## src/rtl/bf16_adder_if.sv

```systemverilog
// Operand/result bundle for the bf16 adder.
// The master drives operands and observes results; the slave is the adder itself.
interface bf16_adder_if;
    logic       valid_i;
    logic       sa_i;
    logic [7:0] ea_i;
    logic [6:0] ma_i;
    logic       sb_i;
    logic [7:0] eb_i;
    logic [6:0] mb_i;
    logic       valid_o;
    logic       s_o;
    logic [7:0] e_o;
    logic [6:0] m_o;

    modport master (
        output valid_i, sa_i, ea_i, ma_i, sb_i, eb_i, mb_i,
        input  valid_o, s_o, e_o, m_o
    );

    modport slave (
        input  valid_i, sa_i, ea_i, ma_i, sb_i, eb_i, mb_i,
        output valid_o, s_o, e_o, m_o
    );
endinterface

```

## src/rtl/bf16_adder.sv

```systemverilog
// bf16 adder: combinational align/add/normalize/round-to-nearest-even, one register stage.
// Define BF16_DENORM_EN to keep subnormal operands and results instead of flushing them.
module bf16_adder (
    input  logic        clk,
    input  logic        rst,
    bf16_adder_if.slave bus
);
    logic              a_nan, b_nan, a_inf, b_inf;
    logic [7:0]        a_e, b_e, el, es, d;
    logic [7:0]        a_sig, b_sig, gl, gs;
    logic              sl, ss, swap, eff_sub;
    logic [17:0]       bal;
    logic [9:0]        bsh;
    logic              bst;
    logic [11:0]       sum12;
    logic [10:0]       mn;
    logic [3:0]        lz;
    logic signed [9:0] en;
    logic [8:0]        m9;
    logic [6:0]        mr;
    logic              rup, uf;
    logic              res_s;
    logic [7:0]        res_e;
    logic [6:0]        res_m;
`ifdef BF16_DENORM_EN
    logic [21:0]       dsh;
    logic [9:0]        damt;
`endif

    always_comb begin
        a_nan = (bus.ea_i == 8'hff) && (bus.ma_i != 7'd0);
        b_nan = (bus.eb_i == 8'hff) && (bus.mb_i != 7'd0);
        a_inf = (bus.ea_i == 8'hff) && (bus.ma_i == 7'd0);
        b_inf = (bus.eb_i == 8'hff) && (bus.mb_i == 7'd0);
`ifdef BF16_DENORM_EN
        a_e   = (bus.ea_i == 8'd0) ? 8'd1 : bus.ea_i;
        b_e   = (bus.eb_i == 8'd0) ? 8'd1 : bus.eb_i;
        a_sig = {bus.ea_i != 8'd0, bus.ma_i};
        b_sig = {bus.eb_i != 8'd0, bus.mb_i};
`else
        a_e   = bus.ea_i;
        b_e   = bus.eb_i;
        a_sig = (bus.ea_i == 8'd0) ? 8'd0 : {1'b1, bus.ma_i};
        b_sig = (bus.eb_i == 8'd0) ? 8'd0 : {1'b1, bus.mb_i};
`endif
        swap = {b_e, b_sig} > {a_e, a_sig};
        sl   = swap ? bus.sb_i : bus.sa_i;
        ss   = swap ? bus.sa_i : bus.sb_i;
        el   = swap ? b_e : a_e;
        es   = swap ? a_e : b_e;
        gl   = swap ? b_sig : a_sig;
        gs   = swap ? a_sig : b_sig;

        // Smaller operand keeps guard/round in bsh[1:0]; everything below folds into sticky.
        d   = el - es;
        bal = {gs, 10'd0} >> d;
        if (d > 8'd10) begin
            bsh = 10'd0;
            bst = |gs;
        end else begin
            bsh = bal[17:8];
            bst = |bal[7:0];
        end

        eff_sub = sl ^ ss;
        if (eff_sub)
            sum12 = {1'b0, gl, 3'b000} - {1'b0, bsh, bst};
        else
            sum12 = {1'b0, gl, 3'b000} + {1'b0, bsh, bst};

        en = signed'({2'b00, el});
        if (sum12[11]) begin
            mn = {sum12[11:2], |sum12[1:0]};
            en = en + 10'sd1;
        end else begin
            mn = sum12[10:0];
        end

        lz = 4'd0;
        for (int i = 0; i < 11; i++)
            if (mn[i]) lz = 4'(10 - i);
        mn = mn << lz;
        en = en - signed'({6'd0, lz});

`ifdef BF16_DENORM_EN
        damt = 10'd0;
        dsh  = 22'd0;
        if (en <= 10'sd0) begin
            damt = unsigned'(10'sd1 - en);
            dsh  = {mn, 11'd0} >> damt;
            mn   = {dsh[21:12], |dsh[11:0]};
            en   = 10'sd0;
        end
`endif

        rup = mn[2] & (mn[1] | mn[0] | mn[3]);
        m9  = {1'b0, mn[10:3]} + {8'd0, rup};
        if (m9[8]) begin
            mr = m9[7:1];
            en = en + 10'sd1;
        end else begin
            mr = m9[6:0];
        end

`ifdef BF16_DENORM_EN
        if (en == 10'sd0 && m9[7])
            en = 10'sd1;
        uf = 1'b0;
`else
        uf = (en <= 10'sd0);
`endif

        res_s = sl;
        res_e = en[7:0];
        res_m = mr;
        if (a_nan || b_nan || (a_inf && b_inf && (bus.sa_i != bus.sb_i))) begin
            res_s = 1'b0;
            res_e = 8'hff;
            res_m = 7'h40;
        end else if (a_inf || b_inf) begin
            res_s = a_inf ? bus.sa_i : bus.sb_i;
            res_e = 8'hff;
            res_m = 7'd0;
        end else if (gl == 8'd0) begin
            res_s = bus.sa_i & bus.sb_i;
            res_e = 8'd0;
            res_m = 7'd0;
        end else if (sum12 == 12'd0) begin
            res_s = 1'b0;
            res_e = 8'd0;
            res_m = 7'd0;
        end else if (en >= 10'sd255) begin
            res_e = 8'hff;
            res_m = 7'd0;
        end else if (uf) begin
            res_e = 8'd0;
            res_m = 7'd0;
        end
    end

    always_ff @(posedge clk or posedge rst) begin
        if (rst) begin
            bus.valid_o <= 1'b0;
            bus.s_o     <= 1'b0;
            bus.e_o     <= 8'd0;
            bus.m_o     <= 7'd0;
        end else begin
            bus.valid_o <= bus.valid_i;
            if (bus.valid_i) begin
                bus.s_o <= res_s;
                bus.e_o <= res_e;
                bus.m_o <= res_m;
            end
        end
    end
endmodule

```

## src/flat_wrapper.sv

```systemverilog
// flat-port wrapper written by rule: the top's interface ports become plain ports
module bf16_adder_flat 
  (clk, rst, bus_valid_i, bus_sa_i, bus_ea_i, bus_ma_i, bus_sb_i, bus_eb_i, bus_mb_i, bus_valid_o, bus_s_o, bus_e_o, bus_m_o);
  bf16_adder_if bus_i ();
  input  logic clk;
  input  logic rst;
  input wire logic [$bits(bus_i.valid_i)-1:0] bus_valid_i;
  input wire logic [$bits(bus_i.sa_i)-1:0] bus_sa_i;
  input wire logic [$bits(bus_i.ea_i)-1:0] bus_ea_i;
  input wire logic [$bits(bus_i.ma_i)-1:0] bus_ma_i;
  input wire logic [$bits(bus_i.sb_i)-1:0] bus_sb_i;
  input wire logic [$bits(bus_i.eb_i)-1:0] bus_eb_i;
  input wire logic [$bits(bus_i.mb_i)-1:0] bus_mb_i;
  output wire logic [$bits(bus_i.valid_o)-1:0] bus_valid_o;
  output wire logic [$bits(bus_i.s_o)-1:0] bus_s_o;
  output wire logic [$bits(bus_i.e_o)-1:0] bus_e_o;
  output wire logic [$bits(bus_i.m_o)-1:0] bus_m_o;
  assign bus_i.valid_i = bus_valid_i;
  assign bus_i.sa_i = bus_sa_i;
  assign bus_i.ea_i = bus_ea_i;
  assign bus_i.ma_i = bus_ma_i;
  assign bus_i.sb_i = bus_sb_i;
  assign bus_i.eb_i = bus_eb_i;
  assign bus_i.mb_i = bus_mb_i;
  assign bus_valid_o = bus_i.valid_o;
  assign bus_s_o = bus_i.s_o;
  assign bus_e_o = bus_i.e_o;
  assign bus_m_o = bus_i.m_o;
  bf16_adder u_core (.clk(clk), .rst(rst), .bus(bus_i));
endmodule
```

## config.mk

```make
export PLATFORM = sky130hd
export DESIGN_NAME = bf16_adder_flat
export DESIGN_NICKNAME = d
export VERILOG_FILES = /design/src/rtl/bf16_adder_if.sv /design/src/rtl/bf16_adder.sv /design/src/flat_wrapper.sv
export SDC_FILE = /design/constraint.sdc
export NUM_CORES = 1
export LEC_CHECK = 0
export CORE_ASPECT_RATIO = 1.5
export CORE_MARGIN = 4
export CORE_UTILIZATION = 46
export CTS_CLUSTER_SIZE = 28
export DETAILED_ROUTE_END_ITERATION = 8
export PLACE_DENSITY = 0.66
export SYNTH_ARGS = -nofsm -noshare
export SYNTH_HDL_FRONTEND = slang
export SYNTH_SLANG_ARGS = --single-unit
```

## constraint.sdc

```tcl
create_clock -name clk -period 2 [get_ports clk]
set_input_delay 0.3 -clock clk [delete_from_list [all_inputs] [get_ports clk]]
set_output_delay 0.3 -clock clk [all_outputs]
set_load 0.01 [all_outputs]
```

# After elaboration in Yosys (flattened, before gate mapping)
# Cells that the tools add are included.
# classes
add_sub_neg	7
multipliers	0
div_mod_pow	0
n_lt_le_gt_ge	4
n_eq_ne	3
n_shift	2
n_mux	43
bitwise	5
reduce_logical	20
# op_table
cell	count
$mux 8	12
$mux 7	7
$mux 4	11
$mux 10	3
$logic_not 8->1	3
$shr 18x8->18	1
$eq 8x8->1 const B	2
$gt 16x16->1	1
$reduce_or 8->1	2
$logic_not 7->1	2
$reduce_bool 7->1	2
$add 11x11->12	1
$logic_not 12->1	1
$mux 12	1
$sub 11x11->12	1
$mux 11	1
$shl 11x4->11	1
$add 10x2->10 const B	1
$ge 10x9->1 const B	1
$le 10x1->1 const B	1
$sub 10x5->10	1
$add 8x1->9	1
$add 8x1->9 const B	1
$gt 8x4->1 const B	1
other kinds (9)	25
# word_totals
ff_bits	17
latch_bits	0
mem_bits_rw	0
mem_bits_ro	0
input_bits	35
out_inout_bits	17
wordCells	88
memories	0

# Logic depth before layout (Yosys ltp)
# Gate-level depths: netlist of run 1.
# logic_depth
ltp_word	36
depth_mapped	57
depth_no_buf	54

# Worst setup path after synthesis of run 1
# OpenSTA, ideal clock, no wires.
# synth_timing
kind	input to register
start	input port bus_eb_i[1]
end	register u_core.bus.m_o[3]
setup_time_ns	0.068
arrival_ns	10.111
required_time_ns	1.932
path_slack_ns	-8.179
cell_stages	47
n_path_buf	3
cell_sequence	nor4_1 -> and2_1 -> inv_1 -> and2_1 -> ha_1 -> a21oi_1 -> o21ai_0 -> a211o_1 -> o31ai_4 -> buf_6 -> clkbuf_1 -> a21oi_1 -> ha_1 -> nand2_1 -> o31a_1 -> a21oi_1 -> nor3_1 -> or2_2 -> (+11 left out) -> or3_1 -> a311oi_2 -> nor2_2 -> inv_2 -> ha_1 -> inv_1 -> fa_1 -> a21o_1 -> a21o_1 -> nor4bb_1 -> xnor2_1 -> nor2_1 -> nand3_1 -> nor4_2 -> xor2_1 -> and4b_1 -> nor4_4 -> a32o_1
# synth_via
elab_chain_cells	36
word_cells_on_any_way	62
cone_classes	add/sub (7); order compare (4); eq/ne (1); shift (2); mux (31); bitwise (4); reduce/logical (13)
# synth_rtl
item	line_no	text
from (decl)	flat_wrapper.sv:12	input wire logic [$bits(bus_i.eb_i)-1:0] bus_eb_i;
$logic_not 8->1	bf16_adder.sv:44	b_sig = (bus.eb_i == 8'd0) ? 8'd0 : {1'b1, bus.mb_i};
$mux 8	bf16_adder.sv:44	
$gt 16x16->1	bf16_adder.sv:46	swap = {b_e, b_sig} > {a_e, a_sig};
$mux 8, on equally long branches	bf16_adder.sv:49, bf16_adder.sv:50	
$sub 8x8->8	bf16_adder.sv:55	d = el - es;
$shr 18x8->18	bf16_adder.sv:56	bal = {gs, 10'd0} >> d;
$reduce_or 8->1	bf16_adder.sv:62	bst = |bal[7:0];
$mux 1	bf16_adder.sv:57	if (d > 8'd10) begin
(+20 left out)	--	
$mux 10	bf16_adder.sv:98	if (m9[8]) begin
$le 10x1->1	bf16_adder.sv:110	uf = (en <= 10'sd0);
$mux 7	bf16_adder.sv:135	end else if (uf) begin
$mux 7	bf16_adder.sv:132	end else if (en >= 10'sd255) begin
$mux 7	bf16_adder.sv:128	end else if (sum12 == 12'd0) begin
$mux 7	bf16_adder.sv:124	end else if (gl == 8'd0) begin
$mux 7	bf16_adder.sv:120	end else if (a_inf || b_inf) begin
$mux 7 *	bf16_adder.sv:116	if (a_nan || b_nan || (a_inf && b_inf && (bus.sa_i != bus.sb_i))) begin
to (signal assigned)	bf16_adder.sv:152	bus.m_o <= res_m;
to (decl)	bf16_adder_if.sv:23	output valid_o, s_o, e_o, m_o
# Mark *: on every way between the ends. The rest lies on a longest branch, timed or not.
# A chain may end at the register's enable or synchronous reset.

# Worst setup path in the final report of run 1
# layout_timing
start	input port bus_eb_i[4]
end	register u_core.bus.m_o[1]
# Same word-level chain as after synthesis.

==> results of run 1 <==
-- critical path, delay by kind of cell --
| family | cells | cell delay (ns) |
|---|---|---|
| buffers and inverters | 13 | 1.45 |
| adders and majority gates | 4 | 1.07 |
| muxes | 1 | 0.28 |
| xor gates and xnor gates | 2 | 0.30 |
| AOI/OAI and AO/OA | 15 | 2.84 |
| and+or+nand+nor | 19 | 3.56 |
-- synthesized netlist by cell type (all sizes together) (9+ instances only) --
cell type	n
nor2	92
nand2	85
a21oi	71
inv	52
o21ai	52
ha	42
nand3	33
nor3	27
mux2i	23
clkbuf	20
xnor2	18
and2	17
dfrtp	17
nor4	16
nor2b	14
a21o	13
buf	13
nand2b	13
mux2	12
nand4	12
o211ai	12
a31oi	11
o22ai	11
xor2	11
o31ai	10
and3	9
-- layer usage --
layer | GRT usage, % | vias to the layer above | wire length [µm]
met2 | 70.22 | 378 | 16010
met1 | 34.19 | 4216 | 9697
met4 | 19.30 | 2 | 2045
met5 | 0 | - | 13
li1 | - | 4058 | -
met3 | 3.042 | 157 | 1312
-- power breakdown --
part           switching (W)  internal [W]  total, W
registers          0.0000988      0.000479  0.000577
logic                0.00381       0.00371   0.00751
clock network       0.000136      0.000268  0.000404
total                0.00404       0.00445   0.00850
-- sequential cells by signal, indices dropped and copies added (netlist names) --
signal / cells
u_core.bus.valid_o: 1
u_core.bus.m_o: 7
u_core.bus.e_o: 8
u_core.bus.s_o: 1
-- final timing paths --
path	slack, ns	cells past startpoint	endpoint	startpoint
max reg2reg	0.96	2	u_core.bus.m_o[6]$_DFFE_PP0P_	u_core.bus.m_o[6]$_DFFE_PP0P_
max in group asynchronous	1.13	2	u_core.bus.e_o[7]$_DFFE_PP0P_	rst
min in group clk	0.51	1	u_core.bus.m_o[5]$_DFFE_PP0P_	u_core.bus.m_o[5]$_DFFE_PP0P_
max	-7.65	54	u_core.bus.m_o[1]$_DFFE_PP0P_	bus_eb_i[4]
min	0.45	2	u_core.bus.s_o$_DFFE_PP0P_	rst
min reg2reg	0.51	1	u_core.bus.m_o[5]$_DFFE_PP0P_	u_core.bus.m_o[5]$_DFFE_PP0P_
-- kinds of logic after synthesis --
group	after synthesis	synth area share, %
buffers and inverters	86	5.946
DFF	17	6.996
adders and majority gates	44	9.300
and+or+nand+nor	354	30.68
xor gates and xnor gates	29	4.177
muxes	36	6.646
AOI/OAI and AO/OA	291	36.26
-- timing repair --
action	in CTS	in global routing
endpoints found under the setup margin	16	16
pin swaps	81	64
buffers inserted	44	29
resized for setup	135	81
hold buffers	0	0
-- metrics by stage --
stage	util, %	setup TNS [ns]	setup WS, ns	cells
2_1_floorplan	-	-110.10	-7.233	857
3_3_place_gp	73.30	-121.53	-7.923	1362
3_5_place_dp	73.30	-125.58	-8.188	1362
4_1_cts	79.13	-112.61	-7.360	1401
5_1_grt	83.52	-122.25	-7.985	1427
6_report	83.52	-116.28	-7.646	1427
-- area by class of cell --
cell class	count	share of cell area (%)
multi-input cells	754	59.21
flip-flops and latches	17	3.932
well taps	159	1.839
clock inverters	1	0.04626
inverters	53	1.931
repair buffers	440	32.35
clock buffers	3	0.6939
==> flow_summary.toml, run 1 <==
[critical_path]
arrival_ns = 9.83
setup.worst_path.end_class = "register"
cp-start-kind = "input port"
cp_common_cell = "buf_4"
setup.worst_path.class = "input port to register"
cpMaxStageDelayCell = "a2111o_1"
cp_max_fo = 8
cp_slowest_stage_delay_ns = 0.46
required_ns = 2.18

[route]
drc = 0
drtPass1Iterations = 5
wl_mm = 29.08
vias = 8811
wire_per_inst_um = 20.38
vias_per_cell = 6.174
drtIter0Drc = 519
ant_nets = 0

[yosys]
ys_top_cells_by_area = "ha_1, dfrtp_1, nor2_1"
syn-num-nets = 936
async_flop_share_pct = 100.0
ys_types = 111
synth_area_leader_cell = "ha_1"
ys_seq_area_share_pct = 6.996
syn_area_um2 = 6081
synth-seq-cells = 17
synth_ff_type = "dfrtp_1"
yosys_warnings = 0
synth-edff-count = 0
postSynthCellCount = 857
synth.avg_cell_area_um2 = 7.095
synth_top_area_share_pct = 8.642

[final_layout]
drive_gt1_share_pct = 48.90
antenna_cells = 0
seq_area_um2 = 425.4
final_area_um2 = 10820
layout_commonest_cell = "buf_4"
final_cell_mix = "buf_4, nor2_1, nand2_1"
fill_cells = 825
area_growth_pct = 77.92
multi_input_area_um2 = 6406
fin_nets = 1348

[grt]
grt-ovfl-total = 0
grt_pass1_vias = 8902
grt_antenna_before_repair = 1
grt.total_usage_pct = 35.23
grt_pass1_wl_mm = 42.70
grt_max_degree = 22

[clock_tree]
cts_tree = "built"
path_clk_slew_ns = 0.05
cts.path.max_buffers = 2
cts_sinks = 17
clock-root-buffer = "clkbuf_16"
h-tree-depth = 1
insertion_delay_ns = 0.25
cts_inserted_buffers = 3

[floorplan]
die_h_um = 148.8
core_um2 = 12950
design.die.area_um2 = 15160
floorplan.initialDensity_pct = 46.94
die-width_um = 101.9
rows = 51
ioPinCount = 52

[outcome]
outcome = "finished with violations"
violations = "negative setup slack"

[timing]
fin_skew_ns = 0
rsz0062_at_grt = "true"
worst-slew-pin-transition_ns = 0.9024
max_slew_margin_pct = 39.21
hold_ws_ns = 0.4529
hold_viol = 0
final.period_utilization_pct = 482.3
timing.fmax_ghz = 0.1037
layout_min_cycle_time_ns = 9.646
setup_ws_ns = -7.646
setup_viol = 16
drv_slew = 0

[power]
peakVddDrop_v = 0.0004689
power_leakage_nw = 4.855
p_per_area_nw_per_um2 = 785.2
power.total_w = 0.008495

[worst_hold_path]
holdCritPathClass = "input port to async pin"

[place]
placed_area_um2 = 9495
hpwl_mm = 21.67
globalplace.congestion = 1.114
port_buffers = 51

[run]
max-cap-violations = 0
(Power assumes the default switching activity.)
==> run 2: changes to the inputs <==
--- a/config.mk
+++ b/config.mk
@@ -8,9 +8,12 @@
 export CORE_ASPECT_RATIO = 1.5
 export CORE_MARGIN = 4
 export CORE_UTILIZATION = 46
+export CTS_BUF_LIST = sky130_fd_sc_hd__clkbuf_2
 export CTS_CLUSTER_SIZE = 28
 export DETAILED_ROUTE_END_ITERATION = 8
+export GPL_ROUTABILITY_DRIVEN = 0
 export PLACE_DENSITY = 0.66
+export REMOVE_ABC_BUFFERS = 1
 export SYNTH_ARGS = -nofsm -noshare
 export SYNTH_HDL_FRONTEND = slang
 export SYNTH_SLANG_ARGS = --single-unit
==> run 2 against run 1 <==
  * The flow still finishes with violations (negative setup slack)
  * Sequential cell count did not move
  * Utilization up 2.3 points
  * Fmax decreased by 8.9%
  * Clock skew unchanged
  * Highest routed layer is now met4
  * Critical endpoint unchanged
  * Clock power shrank 61%
  * Design area up 2.7%
  * Via count grew 17%
  * Sequential power barely moved
  * Critical path depth down 7
  * Critical path type unchanged
  * Register-to-register slack improved by 0.15 ns
  * Power increased by 5.1%
  * Global-route usage down 0.40 points
==> flow_summary.toml, run 2 (synthesized netlist as in run 1, its figures left out) <==
[grt]
grt_pass1_vias = 9096
grt.total_usage_pct = 34.83
grt-ovfl-total = 0
grt_antenna_before_repair = 0
grt_pass1_wl_mm = 42.86
grt_max_degree = 20

[timing]
drv_slew = 0
fin_skew_ns = 0
setup_viol = 16
rsz0062_at_grt = "true"
setup_ws_ns = -8.588
max_slew_margin_pct = 46.41
hold_viol = 0
final.period_utilization_pct = 529.4
layout_min_cycle_time_ns = 10.59
hold_ws_ns = 0.3612
timing.fmax_ghz = 0.09445
worst-slew-pin-transition_ns = 0.7955

[route]
ant_nets = 0
drtIter0Drc = 1342
vias_per_cell = 7.060
vias = 10329
wl_mm = 37.04
drtPass1Iterations = 6
drc = 0
wire_per_inst_um = 25.32

[outcome]
outcome = "finished with violations"
violations = "negative setup slack"

[clock_tree]
ctsHoldBuffers = 0
cts_tree = "built"
cts.path.max_buffers = 2
cts_sinks = 17
insertion_delay_ns = 0.28
path_clk_slew_ns = 0.17
h-tree-depth = 1
clock-root-buffer = "clkbuf_2"
cts_inserted_buffers = 3

[final_layout]
multi_input_area_um2 = 6446
final_cell_mix = "buf_4, nor2_1, nand2_1"
drive_gt1_share_pct = 50.54
seq_area_um2 = 425.4
layout_commonest_cell = "buf_4"
fill_cells = 594
top_register = "u_core.bus.e_o"
final_cells = 1463
final_area_um2 = 11110
largest_reg_flops = 8
antenna_cells = 0
fin_nets = 1384
area_growth_pct = 82.76
top_regs = "u_core.bus.e_o: 8 flops, u_core.bus.m_o: 7 flops"

[run]
max-cap-violations = 0

[floorplan]
ioPinCount = 52
die-width_um = 101.9
floorplan.initialDensity_pct = 46.94
rows = 51
die_h_um = 148.8
core_um2 = 12950
design.die.area_um2 = 15160

[critical_path]
cp_max_fo = 8
arrival_ns = 10.79
setup.worst_path.class = "input port to register"
crit_buf_inv = 11
cp_slowest_stage_delay_ns = 0.54
path_delay_family = "compound AO/OA/AOI/OAI gates"
required_ns = 2.20
reg2reg_slack_ns = 1.11
cp-start-kind = "input port"
r2r_start = "u_core.bus.m_o[6]$_DFFE_PP0P_"
timing.rr.end = "u_core.bus.m_o[6]$_DFFE_PP0P_"
cp_common_cell = "buf_4"
cpMaxStageDelayCell = "o211ai_1"
setup.worst_path.end_class = "register"
r2r_cells = 2

[place]
hpwl_mm = 19.21
placed_area_um2 = 9203
port_buffers = 51
place_ws_ns = -8.422
placed_cells = 1377

[power]
peakVddDrop_v = 0.0003950
power.total_w = 0.008929
power_leakage_nw = 4.963
p_per_area_nw_per_um2 = 803.4

[worst_hold_path]
holdCritPathClass = "input port to async pin"
## run 2: area by class of cell
| type | count | share of cell area [%] |
|---|---|---|
| inverters | 53 | 1.948 |
| repair buffers | 476 | 34.25 |
| flip-flops and latches | 17 | 3.828 |
| well taps | 159 | 1.790 |
| clock buffers | 4 | 0.1801 |
| multi-input cells | 754 | 58.00 |
## run 2: per-stage QoR
stage / setup TNS (ns) / util, %
CTS: -110.23 / 80.73
global placement: -124.87 / 71.04
global route: -136.04 / 85.79
floorplan: -130.11 / -
finish: -129.39 / 85.79
detailed placement: -128.78 / 71.04
## run 2: per-layer routing
layer	track usage [%]	wire (µm)
met1	33.35	10640
met2	66.15	17020
met3	2.901	4062
met4	26.79	5311
met5	0	0
## run 2: power breakdown
| part | leakage, nW | switching (W) | internal, W |
|---|---|---|---|
| clock | 0.0166 | 0.000107 | 0.0000530 |
| sequential | 0.199 | 0.000100 | 0.000475 |
| combinational | 4.75 | 0.00429 | 0.00390 |
| total | 4.96 | 0.00450 | 0.00443 |
## run 2: how the worst max path moves through the flow
stage	cells past startpoint	end	start	slack, ns
after global routing	53	u_core.bus.m_o[1]$_DFFE_PP0P_	bus_eb_i[1]	-9.04
final	47	u_core.bus.m_o[1]$_DFFE_PP0P_	bus_eb_i[1]	-8.59
after global placement	51	u_core.bus.m_o[1]$_DFFE_PP0P_	bus_eb_i[2]	-8.14
after CTS	57	u_core.bus.m_o[3]$_DFFE_PP0P_	bus_eb_i[3]	-7.21
after floorplan	47	u_core.bus.m_o[3]$_DFFE_PP0P_	bus_eb_i[1]	-8.49
after detailed placement	54	u_core.bus.m_o[1]$_DFFE_PP0P_	bus_eb_i[2]	-8.42
## run 2: repair_timing
item | CTS | global route
setup endpoints to repair | 16 | 16
buffers inserted | 53 | 38
gates resized for setup | 234 | 96
pin swaps | 104 | 88
